[src/rtl/lsu_mem_port.sv]
// lsu_mem_port: single-outstanding load/store port between execute stage and a simple memory bus.
module lsu_mem_port #(
  parameter int XLEN    = 32,
  parameter int ADDR_W  = 32,
  parameter int TAG_W   = 5,
  parameter int TIMEOUT = 255
) (
  input  logic                clock,
  input  logic                reset,
  input  logic                req_valid,
  output logic                req_ready,
  input  logic                req_we,
  input  logic [1:0]          req_size,
  input  logic                req_unsigned,
  input  logic [ADDR_W-1:0]   req_addr,
  input  logic [XLEN-1:0]     req_wdata,
  input  logic [TAG_W-1:0]    req_tag,
  output logic                mem_valid,
  input  logic                mem_ready,
  output logic                mem_we,
  output logic [ADDR_W-1:0]   mem_addr,
  output logic [XLEN/8-1:0]   mem_be,
  output logic [XLEN-1:0]     mem_wdata,
  input  logic                mem_rvalid,
  input  logic [XLEN-1:0]     mem_rdata,
  output logic                rsp_valid,
  input  logic                rsp_ready,
  output logic [XLEN-1:0]     rsp_data,
  output logic [TAG_W-1:0]    rsp_tag,
  output logic [1:0]          rsp_err
);
  localparam int BE_W  = XLEN / 8;
  localparam int OFF_W = $clog2(BE_W);
  typedef enum logic [1:0] {IDLE, BUS, WAIT, RESP} state_t;
  state_t state;
  logic [1:0] size_q;
  logic uns_q;
  logic [OFF_W-1:0] off_q;
  logic [15:0] cnt;
  logic [2:0] amask;
  logic bad;
  logic [OFF_W-1:0] off;
  logic [7:0] lanes;
  logic [BE_W-1:0] be;
  logic [XLEN-1:0] rsh, mask, ld;
  logic [6:0] nbits;
  logic tmo;
  assign req_ready = state == IDLE;
  always_comb begin
    amask = req_size == 2'd0 ? 3'd0 : req_size == 2'd1 ? 3'd1 : req_size == 2'd2 ? 3'd3 : 3'd7;
    bad   = |(req_addr[2:0] & amask) || (XLEN == 32 && req_size == 2'd3);
    off   = req_addr[OFF_W-1:0];
    lanes = req_size == 2'd0 ? 8'h01 : req_size == 2'd1 ? 8'h03 : req_size == 2'd2 ? 8'h0F : 8'hFF;
    be    = BE_W'(lanes) << off;
    // Load extraction: the top bit of the size mask selects the sign bit.
    rsh   = mem_rdata >> {off_q, 3'b000};
    nbits = 7'd8 << size_q;
    mask  = {XLEN{1'b1}} >> (7'(XLEN) - nbits);
    ld    = (rsh & mask) | ((!uns_q && |(rsh & (mask ^ (mask >> 1)))) ? ~mask : '0);
    tmo   = cnt == 16'(TIMEOUT - 1);
  end
  always_ff @(posedge clock or posedge reset) begin
    if (reset) begin
      state     <= IDLE;
      size_q    <= '0;
      uns_q     <= 1'b0;
      off_q     <= '0;
      cnt       <= '0;
      mem_valid <= 1'b0;
      mem_we    <= 1'b0;
      mem_addr  <= '0;
      mem_be    <= '0;
      mem_wdata <= '0;
      rsp_valid <= 1'b0;
      rsp_data  <= '0;
      rsp_tag   <= '0;
      rsp_err   <= '0;
    end else begin
      case (state)
        IDLE: if (req_valid) begin
          size_q  <= req_size;
          uns_q   <= req_unsigned;
          off_q   <= off;
          rsp_tag <= req_tag;
          cnt     <= '0;
          if (bad) begin
            state     <= RESP;
            rsp_valid <= 1'b1;
            rsp_err   <= 2'b01;
            rsp_data  <= '0;
          end else begin
            state     <= BUS;
            mem_valid <= 1'b1;
            mem_we    <= req_we;
            mem_addr  <= {req_addr[ADDR_W-1:OFF_W], {OFF_W{1'b0}}};
            mem_be    <= be;
            mem_wdata <= req_wdata << {off, 3'b000};
          end
        end
        BUS: begin
          cnt <= cnt + 16'd1;
          if (mem_ready || tmo) begin
            mem_valid <= 1'b0;
            mem_we    <= 1'b0;
            mem_addr  <= '0;
            mem_be    <= '0;
            mem_wdata <= '0;
            rsp_data  <= '0;
            rsp_err   <= mem_ready ? 2'b00 : 2'b10;
            state     <= (mem_ready && !mem_we) ? WAIT : RESP;
            rsp_valid <= !(mem_ready && !mem_we);
          end
        end
        WAIT: begin
          cnt <= cnt + 16'd1;
          if (mem_rvalid || tmo) begin
            state     <= RESP;
            rsp_valid <= 1'b1;
            rsp_data  <= mem_rvalid ? ld : '0;
            rsp_err   <= mem_rvalid ? 2'b00 : 2'b10;
          end
        end
        RESP: if (rsp_ready) begin
          rsp_valid <= 1'b0;
          state     <= IDLE;
        end
        default: state <= IDLE;
      endcase
    end
  end
endmodule

[config.mk]
export PLATFORM = sky130hd
export DESIGN_NAME = lsu_mem_port
export DESIGN_NICKNAME = d
export VERILOG_FILES = /design/src/rtl/lsu_mem_port.sv
export SDC_FILE = /design/constraint.sdc
export NUM_CORES = 1
export LEC_CHECK = 0
export BUFFER_PORTS_ARGS = -buffer_cell sky130_fd_sc_hd__buf_2
export CAP_MARGIN = 20
export CORE_AREA = 2 2 165 167
export DETAILED_ROUTE_END_ITERATION = 16
export DIE_AREA = 0 0 167 169
export PLACE_DENSITY = 0.47
export SYNTH_ARGS = -nofsm -noshare
export SYNTH_HDL_FRONTEND = slang
export SYNTH_SLANG_ARGS = --single-unit
[constraint.sdc]
create_clock -name clock -period 6.18 [get_ports clock]
set_clock_uncertainty 0.15 [all_clocks]
set_input_delay 1.236 -clock clock [delete_from_list [all_inputs] [get_ports clock]]
set_output_delay 1.236 -clock clock [all_outputs]
set_load 0.05 [all_outputs]
==> metrics.cfg, run 1 <==
[cells_and_area]
final_common_cell = buf_2
n_fill_cell = 2778
areaGrowthSynthToFinish_pct = 30.1
drive_gt1_frac = 0.350
final_cell_mix = buf_2 (219), dfrtp_1 (131), nand2_1 (79)
stdcell_count = 1162
nets = 927

[min_path]
hold_path.class = flip-flop to flip-flop
min_delay_worst_endpoint = rsp_err[1]$_DFFE_PP0P_
holdCritStartpoint = rsp_err[1]$_DFFE_PP0P_
whs_path_depth = 2

[route]
routed_wl_um = 20100
wl_per_cell_um = 17.3
vias = 5473
dr.pass1.iters = 4
postRouteAntennaNets = 0
drcViolationCount = 0
drt_iter0_markers = 374
drt-vias-per-instance = 4.71

[sta]
finalMaxSlewViolations = 0
setup_tns_ns = 0
finalHoldViolCount = 0
slew_headroom = 0.308
min_period_over_period = 0.612
tightestPinTransition_ns = 1.04
period_needed_ns = 3.78
setup_violations = 0
fmax_ghz = 0.264
grt_setup_unrepaired = no

[worst_setup_path]
cp.arrival_ns = 3.99
cp.required_ns = 6.38
path_max_fanout = 51
start_kind = primary input
ff2ff_setup_slack_ns = 2.98
path_cells = buf_2 -> nor3_1 -> o2111a_2 -> nand2b_1 -> nor2_4 -> a22o_1
critPathMaxStageDelay_ns = 0.93
critical_path_class = primary input to flip-flop
r2r_cells = 6
r2r_start = state[0]$_DFFE_PP0P_
crit_path_top_delay_cell = o2111a_2
cp-end-kind = flip-flop
r2r-end = mem_wdata[4]$_DFFE_PP0P_
worstSetupStartpoint = req_addr[0]

[floorplanning]
die_h_um = 169
coreArea_um2 = 26500
die-area_um2 = 28200
ios = 222
core.rowCount = 60
fp.dieW_um = 167
start_util = 0.245

[synth]
avgSynthCellArea_um2 = 10.7
synthCells = 610
yosys_warnings = 0
synth_flop_cell = dfrtp_1
synth_cell_type_count = 51
synth_seq_area_share = 0.505
yosys_register_bits = 131
synth_edf_count = 0
synth_area_um2 = 6500
async_flop_share = 1.00

[grt]
antenna_found_initial = 1
grt_start_max_net_pins = 85
grt_pass1_wl_um = 31500
grt_pass1_vias = 5557
grt_usage = 0.142
grt_overflow = 0

[run_status]
status = complete, no violations

[placement]
dp.cells = 1127
gp_congestion = 0.823
port-buffer-count = 219
place_hpwl_um = 14400

[clock_tree]
htree_levels = 4
post_cts_buffers = 0
max-clock-path-buffers = 2
numCtsBuffers = 17
path_clk_slew_ns = 0.06
cts_tree = done
cts-root-buf = clkbuf_16
hold_buffers = 0
clkLatencyLatePin_ns = 0.41
clock-sinks = 131
cts_resized = 0

[pwr]
ir_drop_mv = 0.256
power_density_nw_per_um2 = 569
p_leak_nw = 4.27

[flow_run]
max-cap-violations = 0

synthesized netlist by cell type (9+ instances only):
cell / count / area share
dfrtp_1: 131 / 0.50
nand2_1: 79 / 0.046
a22o_1: 48 / 0.065
mux2i_1: 35 / 0.054
o21ai_0: 33 / 0.025
clkbuf_1: 22 / 0.013
nor2_1: 22 / 0.013
o31ai_1: 22 / 0.025
buf_2: 18 / 0.014
nor2b_1: 17 / 0.016
a211o_1: 16 / 0.022
inv_1: 15 / 0.0087
ha_1: 11 / 0.021
mux2_2: 11 / 0.019
o21a_1: 10 / 0.012
o31ai_2: 10 / 0.019
a21oi_1: 9 / 0.0069
a32o_1: 9 / 0.014
how the worst max path moves through the flow:
stage / to / slack (ns) / cells after the start
6_report: mem_wdata[4]$_DFFE_PP0P_ / 2.40 / 6
5_1_grt: mem_wdata[2]$_DFFE_PP0P_ / 2.10 / 6
3_5_place_dp: mem_wdata[4]$_DFFE_PP0P_ / 1.95 / 6
2_1_floorplan: cnt[0]$_DFFE_PP0P_ / 1.30 / 1
4_1_cts: mem_wdata[4]$_DFFE_PP0P_ / 2.38 / 6
3_3_place_gp: mem_wdata[5]$_DFFE_PP0P_ / 2.03 / 6
report_power, final:
group | total (mW) | switching, mW | internal [mW]
sequential | 1.34 | 0.196 | 1.14
combinational | 2.39 | 1.76 | 0.635
clock | 1.08 | 0.431 | 0.648
total | 4.81 | 2.39 | 2.42
critical path: cells and delay by family:
family / cells / cell delay (ns)
simple gates: 3 / 1.27
compound gates: 2 / 1.10
buf+inv: 1 / 0.35
kinds of logic (layout without fill, tap and decap cells):
logic type                 Yosys count  count (layout)  synth area share
DFF                                131             131             0.505
xor gates and xnor gates             9               9            0.0121
buffers and inverters               66             273            0.0468
AOI/OAI and AO/OA                  192             192             0.231
muxes                               47              47            0.0753
other                                1               5          0.000577
adders and majority gates           11              11            0.0212
and+or+nand+nor                    153             153             0.109
flip-flops by register name, summed over array words and instances (netlist names):
register,count
uns_q,1
state,2
rsp_err,2
rsp_valid,1
off_q,2
rsp_tag,5
mem_addr,30
mem_valid,1
mem_we,1
size_q,2
mem_be,4
mem_wdata,32
cnt,16
rsp_data,32
metal layers:
metal / wire length, um / track usage / vias to the layer above / share of wire
met5: 0 / 0 / - / 0
met4: 161 / 0.0345 / 0 / 0.0080
met1: 9360 / 0.190 / 2651 / 0.46
met3: 1520 / 0.0482 / 13 / 0.076
li1: - / - / 2617 / -
met2: 9100 / 0.222 / 192 / 0.45
layout make-up:
cell class / count / area (um^2) / share of cell area
Antenna cell: 3 / 7.51 / 0.000888
Clock buffer: 17 / 425 / 0.0503
Clock inverter: 15 / 193 / 0.0228
Inverter: 17 / 68.8 / 0.00814
Multi-Input combinational cell: 414 / 2920 / 0.346
Sequential cell: 131 / 3280 / 0.388
Tap cell: 341 / 427 / 0.0505
Timing Repair Buffer: 224 / 1130 / 0.134
metrics by stage:
stage / total power [mW] / worst slack [ns] / area, um^2 / hold WS, ns / utilization
final: 4.81 / 2.40 / 8460 / 0.324 / 0.319
after global routing: 5.10 / 2.10 / 8450 / 0.342 / 0.319
after CTS: 4.87 / 2.38 / 8450 / 0.332 / 0.319
after detailed placement: 3.77 / 1.95 / 7830 / 0.310 / 0.295
after global placement: 3.77 / 2.03 / 7830 / 0.309 / 0.295
after floorplan: 3.18 / 1.30 / 6500 / 0.341 / -
Power figures use the tool's default switching activity.
==> run 2, diff against run 1 <==
Settings changed: ABC_AREA set to 1, CORE_AREA 2 2 165 167 to 2 2 168 170, DIE_AREA 0 0 167 169 to 0 0 170 172.
Clock period 6.18 ns to 3.5 ns, I/O delays scaled along.
==> metrics.cfg, run 2 <==
[run_status]
status = complete, no violations

[route]
postRouteAntennaNets = 0  ; unchanged
wl_per_cell_um = 15.3  ; -12%
dr.pass1.iters = 8  ; +4
drt-vias-per-instance = 4.50  ; -4.4%
drt_iter0_markers = 370  ; -1.1%
vias = 6353  ; +16%
routed_wl_um = 21600  ; +7.3%
drcViolationCount = 0  ; unchanged

[cells_and_area]
drive_gt1_frac = 0.270  ; -0.0799
areaGrowthSynthToFinish_pct = 29.4
n_fill_cell = 2961  ; +6.6%
nets = 1173  ; +27%
final_cell_mix = nand2_1 (311), buf_2 (219), dfrtp_1 (131)
fin_area_um2 = 8700  ; +2.9%
final_common_cell = nand2_1
top_regs = mem_wdata: 32 flops, rsp_data: 32 flops, mem_addr: 30 flops

[grt]
antenna_found_initial = 0  ; -1
grt_usage = 0.150  ; +0.00756
grt_overflow = 0  ; unchanged
grt_pass1_wl_um = 33900  ; +7.5%
grt_pass1_vias = 6202  ; +12%
grt_start_max_net_pins = 75  ; -12%

[synth]
synth_flop_cell = dfrtp_1
synth_cell_type_count = 38  ; -25%
synth_top_area_cell = dfrtp_1
avgSynthCellArea_um2 = 7.95  ; -25%
synth_area_um2 = 6730  ; +3.5%
yosys-top-cells-area = dfrtp_1 (49%), nand2_1 (17%), o21ai_0 (6.8%)
synth_seq_area_share = 0.487  ; -0.0173
synth_edf_count = 0  ; unchanged
yosys_warnings = 0  ; unchanged
yosys.area.top_type_share = 0.487  ; -0.0173
yosysMostFrequentCell = nand2_1
yosys-top-cells-count = nand2_1 (311), dfrtp_1 (131), o21ai_0 (91)
async_flop_share = 1.00  ; unchanged
synthCells = 846  ; +39%
yosys_register_bits = 131  ; unchanged

[floorplanning]
die_h_um = 172  ; +1.8%
ios = 222  ; unchanged
die-area_um2 = 29200  ; +3.6%
start_util = 0.245  ; -0.000330
coreArea_um2 = 27500  ; +3.7%
fp.dieW_um = 170  ; +1.8%
core.rowCount = 61  ; +1.7%

[worst_setup_path]
path_max_fanout = 32  ; -37%
critical_path_class = flip-flop to flip-flop
critical_path_buf_inv_count = 5  ; +4
cp.required_ns = 3.71  ; -2.67 ns
start_kind = flip-flop
critPathTopFamily = buffers and inverters
crit_path_top_delay_cell = inv_4
cp.arrival_ns = 2.94  ; -1.05 ns
path_cells = inv_1 -> ha_1 -> inv_2 -> nor2_1 -> inv_1 -> o211ai_2 -> inv_2 -> nand3_1 -> inv_4 -> nand2_1 -> nand2_1
r2r_start = state[0]$_DFFE_PP0P_
ff2ff_setup_slack_ns = 0.77  ; -2.21 ns
r2r-end = mem_addr[28]$_DFFE_PP0P_
cp-end-kind = flip-flop
critPathMaxStageDelay_ns = 0.49  ; -0.44 ns
r2r_cells = 11  ; +5

[sta]
fmax_ghz = 0.367
setup_ws_ns = 0.772  ; -1.63 ns
setup_tns_ns = 0  ; unchanged
slew_headroom = 0.452  ; +0.144
finalMaxSlewViolations = 0  ; unchanged
holdWs_ns = 0.203  ; -0.120 ns
period_needed_ns = 2.73
min_period_over_period = 0.779
tightestPinTransition_ns = 0.819  ; -0.219 ns
grt_setup_unrepaired = no
finalHoldViolCount = 0  ; unchanged
setup_violations = 0  ; unchanged

[flow_run]
max-cap-violations = 0  ; unchanged

[clock_tree]
max-clock-path-buffers = 2  ; unchanged
post_cts_buffers = 0  ; unchanged
clock-sinks = 131  ; unchanged
path_clk_slew_ns = 0.07  ; about the same
cts-root-buf = clkbuf_16
cts_tree = done
htree_levels = 4  ; unchanged
cts_resized = 0  ; unchanged
hold_buffers = 0  ; unchanged
clkLatencyLatePin_ns = 0.42  ; about the same
numCtsBuffers = 17  ; unchanged

[placement]
placed_area_um2 = 8110  ; +3.6%
port-buffer-count = 219  ; unchanged
preCtsSetupSlack_ns = 0.713  ; -1.23 ns
gp_congestion = 0.857  ; +4.0%
place_hpwl_um = 15500  ; +7.8%

[pwr]
ir_drop_mv = 0.512  ; +100%
power_density_nw_per_um2 = 1060  ; +87%
p_leak_nw = 4.69  ; +9.9%

[min_path]
hold_path.class = primary input to asynchronous set/reset pin

-- run 2: cell count changes after synthesis, moves of 16 or more --
| cell | change |
|---|---|
| nand2_1 | +232 |
| a22o_1 | -48 |
| nor2b_1 | -17 |
| o31ai_1 | -22 |
| o21ai_0 | +58 |
| nand3_1 | +42 |
| a211o_1 | -16 |
| mux2i_1 | -20 |
| inv_1 | +41 |
| o211ai_1 | +20 |
-- run 2: area by class of cell --
type                       count  area (um^2)  area share
inverter                      64          246      0.0283
clock buffer                  19          443      0.0509
tap                          346          433      0.0497
clock inverter                13          149      0.0171
timing repair buffer         231         1210       0.139
antenna                        1         2.50    0.000288
sequential                   131         3280       0.377
multi-input combinational    606         2940       0.338
-- run 2: cell families (layout without fill, tap and decap cells) --
family / Yosys count / after routing / synth area share
mux: 15 / 15 / 0.0223
compound gates: 155 / 155 / 0.131
flops: 131 / 131 / 0.487
fa+ha+maj: 11 / 11 / 0.0205
other cells: 1 / 3 / 0.000557
buf+inv: 110 / 327 / 0.0763
simple gates: 423 / 423 / 0.262
-- run 2: how the worst max path moves through the flow --
stage | cells after the start | from | endpoint | slack [ns]
finish | 11 | state[0]$_DFFE_PP0P_ | mem_addr[28]$_DFFE_PP0P_ | 0.77
global route | 11 | state[0]$_DFFE_PP0P_ | mem_addr[28]$_DFFE_PP0P_ | 0.48
detailed placement | 11 | state[0]$_DFFE_PP0P_ | mem_addr[28]$_DFFE_PP0P_ | 0.71
global placement | 10 | req_addr[1] | mem_be[0]$_DFFE_PP0P_ | 0.84
CTS | 11 | state[0]$_DFFE_PP0P_ | mem_addr[28]$_DFFE_PP0P_ | 0.72
floorplan | 1 | reset | cnt[0]$_DFFE_PP0P_ | 1.03
-- run 2: power by group --
part / switching, mW / internal [mW] / leakage [nW] / total (mW)
Sequential: 0.350 / 2.11 / 1.72 / 2.46
Combinational: 3.81 / 1.14 / 2.68 / 4.95
Clock: 0.762 / 1.08 / 0.287 / 1.84
Total: 4.92 / 4.33 / 4.69 / 9.26
-- run 2: metal layers --
| metal | share of wire | up-vias | track usage |
|---|---|---|---|
| li1 | - | 3173 | - |
| met1 | 0.47 | 2934 | 0.206 |
| met2 | 0.43 | 226 | 0.224 |
| met3 | 0.083 | 20 | 0.0458 |
| met4 | 0.014 | 0 | 0.0461 |
| met5 | 0 | - | 0 |
-- run 2: through the flow --
stage / utilization / std cells / power [mW]
2_1_floorplan: - / 847 / 6.24
6_report: 0.317 / 1411 / 9.26
4_1_cts: 0.317 / 1410 / 9.38
5_1_grt: 0.317 / 1410 / 9.93
3_5_place_dp: 0.295 / 1378 / 7.49
3_3_place_gp: 0.295 / 1378 / 7.47
==> run 3, diff against run 2 <==
Clock period 3.5 ns to 2.6 ns, I/O delays scaled along.
==> metrics.cfg, run 3 (same netlist as run 2, synthesis figures left out) <==
[run_status]
status = complete, no violations

[grt]
grt_overflow = 0  ; unchanged
antenna_found_initial = 3  ; +3
grt_pass1_vias = 6252  ; +0.81%
grt_pass1_wl_um = 33700  ; -0.67%
grt_start_max_net_pins = 81  ; +8.0%
grt_usage = 0.148  ; -0.00188

[min_path]
hold_path.class = primary input to asynchronous set/reset pin

[floorplanning]
die_h_um = 172  ; unchanged
fp.dieW_um = 170  ; unchanged
coreArea_um2 = 27500  ; unchanged
die-area_um2 = 29200  ; unchanged
core.rowCount = 61  ; unchanged
ios = 222  ; unchanged
start_util = 0.245  ; unchanged

[clock_tree]
htree_levels = 4  ; unchanged
post_cts_buffers = 0  ; unchanged
path_clk_slew_ns = 0.06  ; about the same
max-clock-path-buffers = 2  ; unchanged
cts_resized = 0  ; unchanged
cts-root-buf = clkbuf_16
clkLatencyLatePin_ns = 0.41  ; about the same
hold_buffers = 0  ; unchanged
numCtsBuffers = 17  ; unchanged
cts_tree = done
clock-sinks = 131  ; unchanged

[worst_setup_path]
cp.arrival_ns = 1.59  ; -1.35 ns
cp.required_ns = 1.93  ; -1.78 ns
r2r_start = state[0]$_DFFE_PP0P_
worstSetupStartpoint = state[0]$_DFFE_PP0P_
cp-end-kind = output pin
ff2ff_setup_slack_ns = 0.44  ; -0.33 ns
critical_path_class = flip-flop to output pin
r2r_cells = 11  ; unchanged
path_max_fanout = 5  ; -84%
cp-endpoint = req_ready
start_kind = flip-flop
r2r-end = mem_addr[15]$_DFFE_PP0P_

[pwr]
ir_drop_mv = 0.629  ; +23%
switching_share = 0.523  ; -0.00904
p_leak_nw = 4.75  ; +1.2%
p_sw_mw = 6.62  ; +35%
power_density_nw_per_um2 = 1440  ; +35%
total_power_mw = 12.7  ; +37%
p_clk_frac = 0.207  ; +0.008
combPwrFrac = 0.532  ; -0.003
p_int_mw = 6.05  ; +39%
power_frac_seq = 0.261  ; -0.005

[sta]
setup_violations = 0  ; unchanged
min_period_over_period = 0.867
slew_headroom = 0.455  ; +0.00375
tightestPinTransition_ns = 0.814  ; -0.00561 ns
finalHoldViolCount = 0  ; unchanged
fmax_ghz = 0.443
period_needed_ns = 2.26
finalMaxSlewViolations = 0  ; unchanged
grt_setup_unrepaired = no
setup_tns_ns = 0  ; unchanged

[route]
drcViolationCount = 0  ; unchanged
postRouteAntennaNets = 0  ; unchanged
drt-vias-per-instance = 4.47  ; -0.71%
drt_iter0_markers = 431  ; +16%
routed_wl_um = 21500  ; -0.67%
dr.pass1.iters = 6  ; -2
vias = 6335  ; -0.28%
wl_per_cell_um = 15.2  ; -1.1%

[cells_and_area]
drive_gt1_frac = 0.275  ; +0.00503
final_common_cell = nand2_1
n_fill_cell = 3019  ; +2.0%
nets = 1179  ; +0.51%
top_regs = mem_wdata: 32 flops, rsp_data: 32 flops, mem_addr: 30 flops
areaGrowthSynthToFinish_pct = 31.0
final_cell_mix = nand2_1 (311), buf_2 (219), dfrtp_1 (131)

[placement]
gp_congestion = 0.844  ; -1.5%
place_hpwl_um = 15600  ; +0.62%
port-buffer-count = 219  ; unchanged

[flow_run]
max-cap-violations = 0  ; unchanged

run 3: power by group through the flow:
stage / Combinational [mW] / Sequential (mW) / Clock, mW
5_1_grt: 7.39 / 3.42 / 2.79
3_5_place_dp: 6.85 / 3.34 / 0
4_1_cts: 6.84 / 3.33 / 2.71
2_1_floorplan: 2.86 / 5.54 / 0
6_report: 6.74 / 3.31 / 2.62
3_3_place_gp: 6.81 / 3.35 / 0
run 3: how the worst min path moves through the flow:
stage                                   startpoint                  endpoint  slack [ns]  cells past startpoint
after floorplan                 cnt[3]$_DFFE_PP0P_        cnt[3]$_DFFE_PP0P_        0.31                      1
after global placement    mem_addr[24]$_DFFE_PP0P_  mem_addr[24]$_DFFE_PP0P_        0.31                      2
after detailed placement     mem_valid$_DFFE_PP0P_     mem_valid$_DFFE_PP0P_        0.31                      2
after CTS                                    reset  rsp_data[27]$_DFFE_PP0P_         0.1                      3
after global routing                         reset  rsp_data[25]$_DFFE_PP0P_        0.08                      3
final                                        reset    rsp_tag[1]$_DFFE_PP0P_        0.04                      3
run 3: worst max-delay path, cell delays in order (launching register included):
cell	delay, ns
dfrtp_1	0.43
inv_1	0.14
ha_1	0.26
buf_2	0.33
run 3: layout make-up:
class / count / area [um^2] / share of cell area
clock buffer: 18 / 439 / 0.0498
sequential: 131 / 3280 / 0.372
antenna: 1 / 2.50 / 0.000284
timing repair buffer: 237 / 1280 / 0.145
multi-input combinational: 606 / 2940 / 0.334
clock inverter: 14 / 193 / 0.0219
tap: 346 / 433 / 0.0491
inverter: 64 / 246 / 0.0280
run 3: routing by layer:
metal  share of wire  track usage
met3           0.083       0.0517
met4           0.011       0.0394
met2            0.44        0.231
met5          0.0016            0
met1            0.47        0.195
run 3: per-stage QoR:
| step | setup slack, ns | hold slack [ns] | util | std cells | cell area, um^2 |
|---|---|---|---|---|---|
| 2_1_floorplan | 0.209 | 0.306 | - | 847 | 6740 |
| 3_3_place_gp | 0.413 | 0.309 | 0.298 | 1384 | 8180 |
| 3_5_place_dp | 0.389 | 0.308 | 0.298 | 1384 | 8180 |
| 4_1_cts | 0.311 | 0.0995 | 0.321 | 1416 | 8810 |
| 5_1_grt | 0.235 | 0.0832 | 0.321 | 1416 | 8810 |
| 6_report | 0.345 | 0.0357 | 0.321 | 1417 | 8810 |
